--- src/rtl/row_load_controller.sv ---
// row_load_controller: stages host pixel writes into a one-row buffer and
// commits the full row into one segment block RAM with a single-cycle write.
//
// Build option: define COMMIT_SYNC_EN to hold each commit in COMMIT_WAIT
// until the next frame_start pulse (tear-free updates). Undefined (default):
// commit immediately, frame_start ignored.
//
// Ports:
//   clk, gls_reset     clock, synchronous active-high reset
//   wbm_address        {seg, row, col}; bit 15 on a read also clears err
//   wbm_writedata      pixel data, low PIXEL_WIDTH bits used
//   wbm_readdata       status {err, busy, 6'b0, fill_count[7:0]}
//   wbm_strobe/cycle/write, wbm_ack   Wishbone slave handshake
//   frame_start        display frame boundary pulse
//   ram_waddr          row address to all segment RAMs (always cur_row)
//   ram_in             live staging buffer, pixel c at [c*PW +: PW]
//   w_en               one-hot segment RAM write enable
//   busy               high while a commit is pending or in progress
module row_load_controller #(
    parameter int PIXEL_WIDTH   = 12,
    parameter int COL_ADDR_BITS = 6,
    parameter int ROW_ADDR_BITS = 4,
    parameter int SEGMENT_COUNT = 2
) (
    input  logic                                      clk,
    input  logic                                      gls_reset,
    input  logic [15:0]                               wbm_address,
    input  logic [15:0]                               wbm_writedata,
    output logic [15:0]                               wbm_readdata,
    input  logic                                      wbm_strobe,
    input  logic                                      wbm_cycle,
    input  logic                                      wbm_write,
    output logic                                      wbm_ack,
    input  logic                                      frame_start,
    output logic [ROW_ADDR_BITS-1:0]                  ram_waddr,
    output logic [(2**COL_ADDR_BITS)*PIXEL_WIDTH-1:0] ram_in,
    output logic [SEGMENT_COUNT-1:0]                  w_en,
    output logic                                      busy
);

    localparam int ROW_ELEM = 2**COL_ADDR_BITS;
    localparam int SEG_BITS = (SEGMENT_COUNT > 1) ? $clog2(SEGMENT_COUNT) : 1;
    localparam int RC_BITS  = ROW_ADDR_BITS + COL_ADDR_BITS;
    localparam int SEGF_W   = 16 - RC_BITS;

    typedef enum logic [1:0] {
        S_FILL        = 2'd0,
`ifdef COMMIT_SYNC_EN
        S_COMMIT_WAIT = 2'd1,
`endif
        S_COMMIT      = 2'd2
    } state_e;

    state_e                   state_q, state_d;
    logic                     ack_q, ack_d;
    logic [15:0]              rdata_q, rdata_d;
    logic                     err_q, err_d;
    logic [7:0]               fill_q, fill_d;
    logic [SEG_BITS-1:0]      seg_q, seg_d;
    logic [ROW_ADDR_BITS-1:0] row_q, row_d;
    logic                     pend_q, pend_d;

    logic [PIXEL_WIDTH-1:0]   row_buf_q [ROW_ELEM];

    logic [COL_ADDR_BITS-1:0] a_col;
    logic [ROW_ADDR_BITS-1:0] a_row;
    logic [SEGF_W-1:0]        a_segf;
    logic [SEG_BITS-1:0]      a_seg;
    logic                     seg_ok;
    logic                     accept;
    logic                     wr_acc;
    logic                     rd_acc;
    logic                     buf_we;
    logic                     last_col;
    logic                     same_row;

    // Every address bit above {row, col} takes part in the segment range
    // check, so an out-of-range segment cannot alias onto a real one.
    assign a_col  = wbm_address[COL_ADDR_BITS-1:0];
    assign a_row  = wbm_address[RC_BITS-1:COL_ADDR_BITS];
    assign a_segf = wbm_address[15:RC_BITS];
    assign a_seg  = a_segf[SEG_BITS-1:0];
    assign seg_ok = a_segf < SEGF_W'(SEGMENT_COUNT);

    // No accept while ack is high, so a strobe held through the ack
    // cycle is not taken twice.
    assign accept   = wbm_cycle & wbm_strobe & ~ack_q & (state_q == S_FILL);
    assign wr_acc   = accept & wbm_write;
    assign rd_acc   = accept & ~wbm_write;
    assign buf_we   = wr_acc & seg_ok & ~gls_reset;
    assign last_col = (a_col == {COL_ADDR_BITS{1'b1}});
    assign same_row = ({a_seg, a_row} == {seg_q, row_q});

    assign busy         = (state_q != S_FILL);
    assign wbm_ack      = ack_q;
    assign wbm_readdata = rdata_q;
    assign ram_waddr    = row_q;

    // Gated by reset so a reset landing on the commit cycle drops the write.
    assign w_en = (state_q == S_COMMIT && !gls_reset)
                ? (SEGMENT_COUNT'(1) << seg_q)
                : '0;

    always_comb begin
        state_d = state_q;
        ack_d   = accept;
        rdata_d = rdata_q;
        err_d   = err_q;
        fill_d  = fill_q;
        seg_d   = seg_q;
        row_d   = row_q;
        pend_d  = pend_q;

        if (wr_acc) begin
            if (seg_ok) begin
                seg_d = a_seg;
                row_d = a_row;
                // A new target row restarts the count; old pixels stay.
                if (!same_row) begin
                    fill_d = 8'd1;
                end else if (fill_q < 8'(ROW_ELEM)) begin
                    fill_d = fill_q + 8'd1;
                end
                // Commit starts after the ack cycle: ack then w_en.
                if (last_col) begin
                    pend_d = 1'b1;
                end
            end else begin
                err_d = 1'b1;
            end
        end

        if (rd_acc) begin
            rdata_d = {err_q, busy, 6'b0, fill_q};
            if (wbm_address[15]) begin
                err_d = 1'b0;
            end
        end

        unique case (state_q)
            S_FILL: begin
                if (pend_q) begin
                    pend_d  = 1'b0;
`ifdef COMMIT_SYNC_EN
                    state_d = S_COMMIT_WAIT;
`else
                    state_d = S_COMMIT;
`endif
                end
            end
`ifdef COMMIT_SYNC_EN
            // Pulses seen before entry (e.g. on the last-column write)
            // do not count; only pulses while waiting release the commit.
            S_COMMIT_WAIT: begin
                if (frame_start) begin
                    state_d = S_COMMIT;
                end
            end
`endif
            S_COMMIT: begin
                state_d = S_FILL;
                fill_d  = 8'd0;
            end
            default: begin
                state_d = S_FILL;
            end
        endcase
    end

    always_ff @(posedge clk) begin
        if (gls_reset) begin
            state_q <= S_FILL;
            ack_q   <= 1'b0;
            rdata_q <= 16'h0000;
            err_q   <= 1'b0;
            fill_q  <= 8'd0;
            seg_q   <= '0;
            row_q   <= '0;
            pend_q  <= 1'b0;
        end else begin
            state_q <= state_d;
            ack_q   <= ack_d;
            rdata_q <= rdata_d;
            err_q   <= err_d;
            fill_q  <= fill_d;
            seg_q   <= seg_d;
            row_q   <= row_d;
            pend_q  <= pend_d;
        end
    end

    // Staging buffer is deliberately not reset.
    always_ff @(posedge clk) begin
        if (buf_we) begin
            row_buf_q[a_col] <= wbm_writedata[PIXEL_WIDTH-1:0];
        end
    end

    for (genvar c = 0; c < ROW_ELEM; c++) begin : g_pix
        assign ram_in[c*PIXEL_WIDTH +: PIXEL_WIDTH] = row_buf_q[c];
    end

    logic unused_wdata;
    assign unused_wdata = &{1'b0, wbm_writedata[15:PIXEL_WIDTH]};

`ifndef COMMIT_SYNC_EN
    logic unused_fs;
    assign unused_fs = frame_start;
`endif

endmodule

--- config.mk ---
export PLATFORM = sky130hd
export DESIGN_NAME = row_load_controller
export DESIGN_NICKNAME = d
export VERILOG_FILES = /design/src/rtl/row_load_controller.sv
export SDC_FILE = /design/constraint.sdc
export NUM_CORES = 1
export LEC_CHECK = 0
export CORE_AREA = 4 4 323 325
export CTS_BUF_LIST = sky130_fd_sc_hd__clkbuf_4
export DETAILED_ROUTE_END_ITERATION = 6
export DIE_AREA = 0 0 327 329
export GPL_TIMING_DRIVEN = 0
export PLACE_DENSITY = 0.6
export SLEW_MARGIN = 10
export SYNTH_ARGS = -nofsm -noshare
export SYNTH_HDL_FRONTEND = slang
export SYNTH_SLANG_ARGS = --single-unit
--- constraint.sdc ---
create_clock -name clk -period 3.6 [get_ports clk]
set_input_delay 0.54 -clock clk [delete_from_list [all_inputs] [get_ports clk]]
set_output_delay 0.54 -clock clk [all_outputs]
set_load 0.005 [all_outputs]
[After elaboration in Yosys (flattened, before gate mapping)]
Memories as Yosys holds them, arrays and structs flattened.
Index checks and enable logic that the tools add are counted.
Cells by class
  $add $sub $neg: 1
  magnitude comparators: 2
  eq/ne operators: 3
  shifts and indexed selects: 1
  multiplexer cells: 14
  bitwise gates (word level): 11
  reductions and logical operators: 7
Operators with widths (number)
  8-bit 2-to-1 mux: 2
  1-bit 2-to-1 mux: 11
  8-bit by 1-bit adder with 8-bit output (second input constant): 1
  8-bit by 7-bit < comparator with 1-bit output (second input constant): 1
  1-bit AND: 7
  6-bit equality test (second input constant): 1
  6-bit by 2-bit < comparator with 1-bit output (second input constant): 1
  5-bit equality test: 1
  1-bit inverter: 4
  2-bit OR reduction: 2
  3-bit AND reduction: 1
  2-bit zero test: 1
  2-bit 2-to-1 mux: 1
  2-bit by 1-bit inequality test with 1-bit output (second input constant): 1
  2-bit AND reduction: 1
  1-bit by 1-bit << shifter with 2-bit output (first input constant): 1
  1-bit logical AND: 1
  1-bit zero test: 1
Storage, ports and cells
  register bits after elaboration: 27
  memory bits (writable): 768
  output and inout bits: 792
  word-level logic and storage cells: 48
  memories kept: 1
Memories
  row_buf_q: depth 64, bits a word 12, read ports 64, clocked after Yosys merged registers in 0, write ports 1, RTL line 63  | logic [PIXEL_WIDTH-1:0] row_buf_q [ROW_ELEM];

[Depth between registers and ports, before layout]
  word-level depth: 8
  mapped depth: 7
  mapped depth without buffers: 5

[Worst setup path before layout]
No wires, ideal clock.
  kind: input-to-reg
  start point: input port wbm_address[14]
  end point: memory row_buf_q[57][0], enable pin
  setup time: 380 ps
  arrival time: 2687 ps
  slack: 533 ps
  cell stages on the path: 6
  path buffers: 1
  cell sequence: or4_1 > or4b_1 > buf_6 > nor2_2 > nand3_1 > nor2_1
On the way
  word-level cells in the longest chain between the ends: 5
RTL lines
  start, declared: RTL line 27  | input logic [15:0] wbm_address,
  6-bit by 2-bit < comparator with 1-bit output: RTL line 83  | assign seg_ok = a_segf < SEGF_W'(SEGMENT_COUNT);
  1-bit AND (2 in a row): RTL line 90  | assign buf_we = wr_acc & seg_ok & ~gls_reset;
  1-bit 2-to-1 mux: RTL line 194  | if (buf_we) begin
  1-bit 2-to-1 mux (not written as such): RTL line 195  | row_buf_q[a_col] <= wbm_writedata[PIXEL_WIDTH-1:0];
  end, declared: RTL line 63
Every way passes these cells.

[Worst setup path in the final report]
  start point: register state_q[1]
  end point: memory row_buf_q[41][10], enable pin
On the way
  word-level cells in the longest chain between the ends: 7
RTL lines
  start, declared: RTL line 54  | state_e state_q, state_d;
  start signal, assigned: RTL line 181  | state_q <= state_d;
  2-bit zero test: RTL line 87  | assign accept = wbm_cycle & wbm_strobe & ~ack_q & (state_q == S_FILL);
  1-bit AND: RTL line 87
  1-bit AND: RTL line 88  | assign wr_acc = accept & wbm_write;
  1-bit AND (2 in a row): RTL line 90
  1-bit 2-to-1 mux: RTL line 194
  1-bit 2-to-1 mux (not written as such): RTL line 195
Every way passes these cells.

==> results by group <==
Job
  – Max cap viols: 0

Pwr
  – LEAKAGE: ~0.012 uW
  – Power per cell area: between 400 and 500 nW/um^2
  – Worst IR drop on VDD: ~0.36 mV

Timing
  – Hold WS: between 0.2 and 0.25 ns
  – Worst Slack Setup Final: -0.01573 ns
  – Period utilisation layout: 1.004
  – TNS Setup: -0.05743 ns
  – Hold Vio Cnt, Final: 0
  – Final Max Slew Viols: 0
  – Post-layout minimum cycle time: approximately 3.6 ns
  – Endpoints failing setup: 8
  – Least-Margin Pin Slew: around 1.2 ns
  – Fmax achieved: approximately 280 MHz
  – Max-Slew Margin vs Limit: 0.2140
  – Skew final: 0.05046 ns
  – RSZ-0062 raised after global routing: true

Finish
  – Multi-input gate area: 1279 sq um
  – Area Growth Syn to Fin: 53.25%
  – Nets: ~2100
  – Share of layout cells above drive strength 1: 0.1890
  – Fillers: ~9400
  – Final core occ: 0.3738
  – Seq. cell area: roughly 24000 sq um
  – Most frequent cells in the layout: clkdlybuf4s50_1, edfxtp_1, clkbuf_4
  – Finished Layout Cells: between 3000 and 4000
  – Commonest non-fill, non-tap cell in the layout: clkdlybuf4s50_1

Global route
  – Number of global-route vias before repair: ~15000
  – Initial antenna violation count: 6
  – GR Util All Layers: 0.1526
  – First-pass GRT wire length: between 100 and 150 mm
  – Grt ovf: 0
  – Largest net degree at the start of global routing: 43

Clocking
  – Clk Latency, worst-skew pair: ~1.1 ns
  – Worst-path clk slew: about 0.070 ns
  – Sink Count: roughly 800
  – Clk root buf: clkbuf_4
  – Longest Clk Path Bufs: 3
  – CTS H-tree depth: 4
  – CTS tree: done
  – CTS Buf Count: roughly 200

Yosys
  – Yosys top cell by area: edfxtp_1
  – Main flop type after synthesis: edfxtp_1
  – Synth warn: 0
  – Yosys reg bits: ~800
  – Synth area leaders: edfxtp_1, dfxtp_1, nor2_1
  – Netlist Area Pre-Place: around 25000 sq um
  – FFs w/ async S/R, synth: 0
  – Seq/Total Area, Yosys: 0.9538
  – EDFF count, synth: approximately 770
  – Yosys top cell area share: 0.9319
  – Unique masters post-synth: 38
  – Synth Instances: around 1000
  – Mapped Avg Cell Area: ~25 sq um

Drt
  – Via Count: ~15000
  – DRT Pass-1 Iters: 5
  – Vias/cell: 4.080
  – 1st-iter DRT viols: between 900 and 1000
  – Mean routed wirelength per cell: between 20 and 25 um
  – DRC: 0
  – Post-route ant nets: 0
  – Total Wirelength: roughly 85 mm

Worst setup path
  – Worst Setup End Kind: flip-flop
  – CP Class: flip-flop to flip-flop
  – Worst-case reg-to-reg path depth: 6
  – Max FO, Critical Path: 12
  – Worst setup SP type: flip-flop
  – CP arrival: roughly 4.3 ns
  – Crit path required time: approximately 4.2 ns

Die
  – Die area: 107600 sq um
  – Die Y: between 300 and 400 um
  – Die W: about 330 um
  – Initial Util: 0.2439
  – Top Ports: between 800 and 900
  – Core area: just over 100000 sq um
  – Cell Rows: 117

Placed design
  – Number of port buffers: between 800 and 900
  – Hpwl dp: roughly 58 mm
  – Placed cell count: 3206
  – Dpl ws: -1.592 ns
  – Placer congestion estimate: 0.7545

Hold path
  – Tightest Hold Check Type: input pin to flip-flop
  – Hold Path Depth: 3

Status
  – Violated checks: negative setup slack
  – Outcome: finished, violations left
==> registers in the layout (all words and copies together), names as in the netlist <==
| name | count |
|---|---|
| pend_q | 1 |
| err_q | 1 |
| seg_q | 1 |
| fill_q | 8 |
| wbm_ack | 1 |
| row_buf_q | 768 |
| state_q | 1 |
| wbm_readdata | 10 |
| ram_waddr | 4 |
==> cells in the mapped netlist, types with 2 or more instances <==
cell type and count:
edfxtp_1 768, nor2_1 82, dfxtp_1 27, nand2_1 18, a21oi_1 14, o21ai_0 14
clkbuf_1 8, buf_4 6, mux2i_1 5, nand3_1 5, nor3_1 5, xnor2_1 5
buf_1 4, nand3b_1 4, a2111oi_4 3, inv_1 3, nand4_1 3, nor3b_1 3
or3b_2 3, xor2_1 3, and2_1 2, and3_1 2, and3b_1 2, buf_6 2
==> critical path, cell delays in order, from the launching register on <==
cell and delay (ns):
dfxtp_1 0.41, nand4bb_1 0.31, or4b_1 0.54, buf_6 0.18
nor2_2 0.20, nand3_2 0.82, nor2_4 0.72
==> report_power, final <==
part,switching (uW),internal (uW),leakage (uW)
clock network,3600,3870,0.00149
logic,288,85.6,0.00385
registers,1.28,10100,0.00712
==> per-layer routing <==
layer  vias up  global-route usage  share of wire  routed length (um)
li1       6216                   -              -                   -
met1      7330              0.1642           0.36               30520
met2       860              0.2594           0.51               43010
met3       197             0.06854           0.10                8778
met4         4             0.06800          0.032                2748
met5         -                   0        0.00025                  21
==> kinds of logic (layout without fill, tap and decap cells) <==
family	Yosys count	count (layout)	synth area share
DFF	795	795	0.9538
and+or+nand+nor	138	138	0.02574
AOI/OAI and AO/OA	34	34	0.009961
buffers and inverters	23	1219	0.005005
xor gates and xnor gates	8	8	0.002832
muxes	5	5	0.002023
adders and majority gates	1	1	0.0005055
other	1	12	0.0001515
==> through the flow <==
stage,cell area (sq um),power [uW]
6_report,37920,17980
5_1_grt,37920,18800
4_1_cts,37810,18240
3_5_place_dp,34940,10690
3_3_place_gp,34620,10690
2_1_floorplan,24770,10370
==> cell type report <==
| cell class | count | area share |
|---|---|---|
| Inverter | 3 | 0.0002969 |
| Antenna cell | 6 | 0.0003959 |
| Clock inverter | 62 | 0.01062 |
| Buffer | 20 | 0.003002 |
| Sequential cell | 795 | 0.6224 |
| Tap cell | 1368 | 0.04513 |
| Clock buffer | 279 | 0.05523 |
| Multi-Input combinational cell | 192 | 0.03372 |
| Timing Repair Buffer | 855 | 0.2292 |
==> repair_timing <==
action,CTS,global route
hold buffers,15,0
hold endpoints to repair,338,0
buffers inserted,11,1
cloned,0,0
resized for setup,45,20
endpoints found under the setup margin,576,264
pin swaps,10,1
==> final timing paths <==
kind,from,endpoint,slack (ns)
setup reg to reg,state_q[1]$_SDFFE_PP0P_,row_buf_q[41][10]$_DFFE_PP_,-0.02
setup / recovery,state_q[1]$_SDFFE_PP0P_,row_buf_q[41][10]$_DFFE_PP_,-0.02
hold / removal,wbm_address[6],ram_waddr[0]$_SDFFE_PP0P_,0.22
hold reg to reg,pend_q$_SDFF_PP0_,pend_q$_SDFF_PP0_,0.47
Note: power is estimated with default switching activity, not from simulation.
==> edit (same flow settings) <==
The parameter `PIXEL_WIDTH` goes from 12 to 14.
--- a/src/rtl/row_load_controller.sv
+++ b/src/rtl/row_load_controller.sv
@@ -19,3 +19,3 @@
 module row_load_controller #(
-    parameter int PIXEL_WIDTH   = 12,
+    parameter int PIXEL_WIDTH   = 14,
     parameter int COL_ADDR_BITS = 6,
Interface: changed (resized ram_in); port bits go from 830 to 958. The function was not compared with the original's and may differ.
==> edit against the unedited design <==
Power grew 17%; critical endpoint is now row_buf_q[26][11]; global-route usage increased by 2.6 points; final area up 15%; sequential cell count is 128 higher; synthesized area grew 16%; wire length rose by 18%; highest routed layer unchanged; setup slack better by 0.036 ns; core utilization grew 5.7 points.
==> edit: results (changes against the unedited design) <==
global_routing:
  grt_pass1_wl_mm: 134  # +17%
  grt_pass1_vias: 17200  # +12%
  met3_usage: 0.0738  # +0.00530
  grt_use_met1: 0.189  # +0.0253
  grt_usage: 0.178  # +0.0259
  grt_antenna_before_repair: 8  # +2
  grt_max_degree: 39  # -9.3%
  grtUsageMet2: 0.309  # +0.0499
clocking:
  htree_levels: 4  # unchanged
  clk_path_buf_depth: 3  # unchanged
  insertion_delay_ns: 1.08  # +0.03 ns
  numCtsBuffers: 227  # +14%
synth:
  ys_types: 38  # unchanged
  seq_area_frac_synth: 0.960  # +0.00621
  synth-edff-count: 896  # +17%
  synth_warnings: 0  # unchanged
  synth.area.mux_share: 0.00175  # -0.000272
  synth-xor-area-share: 0.00245  # -0.000381
  synth_compound_area_frac: 0.00862  # -0.00134
  synth.area.top_cells: "edfxtp_1 94%, dfxtp_1 1.9%, nor2_1 1.1%, a2111oi_4 0.29%, a21oi_1 0.25%"
  synth_fa_ha_area_frac: 0.000438  # -0.0000680
  yosys-top-cells-count: "896 x edfxtp_1, 82 x nor2_1, 27 x dfxtp_1, 18 x nand2_1"
  async_flop_share: 0  # unchanged
run_status:
  status: "finished, final reports clean"
pwr:
  p_leak_nw: 14.4  # +16%
  ir_worst_vdd_uv: 359  # +0.61%
  clock_power_share: 0.421  # +0.005
  p_sw_mw: 4.48  # +15%
  switching_share: 0.213  # -0.00355
  combPwrFrac: 0.020
critical_path:
  critPathMaxStageDelay_ns: 0.90  # +0.08 ns
  worstPathArrival_ns: 4.24  # -0.02 ns
  path_max_fanout: 14  # +2
  rr_worst_depth: 6  # unchanged
  crit_slowest_cell: "nor2_2"
  critPathLaunch: "state_q[1]"
detailed_routing:
  drt_iter0_markers: 1158  # +25%
  wire_per_inst_um: 25.8  # +8.5%
  met1_length_mm: 34.8  # +14%
  wl_met3_mm: 10.1  # +15%
  wl_met2_mm: 51.2  # +19%
  vias_per_cell: 4.29  # +5.2%
final_layout:
  drive_above_1_share: 0.195  # +0.00604
  largest-register: "row_buf_q"
  fillers: 8849  # -5.8%
  nets: 2392  # +14%
  largest_register_ffs: 896  # +17%
timing:
  slew_headroom: 0.164  # -0.0496
  fin_worst_skew_ns: 0.0551  # +0.00463 ns
placement:
  portBuffers: 944  # +16%
  gp_congestion: 0.824  # +9.2%
  place_area_um2: 40200  # +15%
  place_hpwl_mm: 69.4  # +20%
worst_hold_path:
  min_path_cells: 3  # unchanged
  worstHoldStart: "wbm_address[7]"
==> edit: changes by cell type after synthesis <==
| cell | delta |
|---|---|
| edfxtp_1 | +128 |
==> edit: worst paths after layout <==
check                       to  slack, ns
max          row_buf_q[26][11]       0.02
min               ram_waddr[1]       0.21
max reg2reg  row_buf_q[26][11]       0.02
min reg2reg             pend_q       0.48
==> edit: worst max-delay path, delay by kind of cell (launching register included) <==
family | cells | cell delay [ns]
buf+inv | 1 | 0.18
flops | 1 | 0.40
simple gates | 5 | 2.58
==> edit: layout make-up <==
type | count | area, µm² | share of cell area
clock inverters | 56 | 449 | 0.0103
diodes | 5 | 12.5 | 0.000287
clock buffers | 337 | 2530 | 0.0579
well taps | 1368 | 1710 | 0.0392
repair buffers | 986 | 10000 | 0.230
inverters | 3 | 11.3 | 0.000258
flip-flops and latches | 923 | 27400 | 0.628
multi-input cells | 192 | 1360 | 0.0312
plain buffers | 20 | 114 | 0.00261
==> edit: stage by stage <==
| stage | hold slack [ns] | cells | worst slack [ns] | utilization |
|---|---|---|---|---|
| 2_1_floorplan | 0.437 | 1138 | 0.446 | - |
| 3_3_place_gp | 0.454 | 3450 | -1.92 | 0.392 |
| 3_5_place_dp | 0.465 | 3470 | -1.68 | 0.396 |
| 4_1_cts | 0.0334 | 3884 | -0.523 | 0.429 |
| 5_1_grt | 0.132 | 3887 | -0.148 | 0.430 |
| 6_report | 0.207 | 3890 | 0.0205 | 0.430 |
==> edit: what timing repair did <==
item / CTS / global route
setup buffers: 5 / 0
resized for setup: 44 / 25
hold buffers: 16 / 0
pin swaps: 7 / 1
setup endpoints to repair: 700 / 304
hold endpoints to repair: 434 / 0
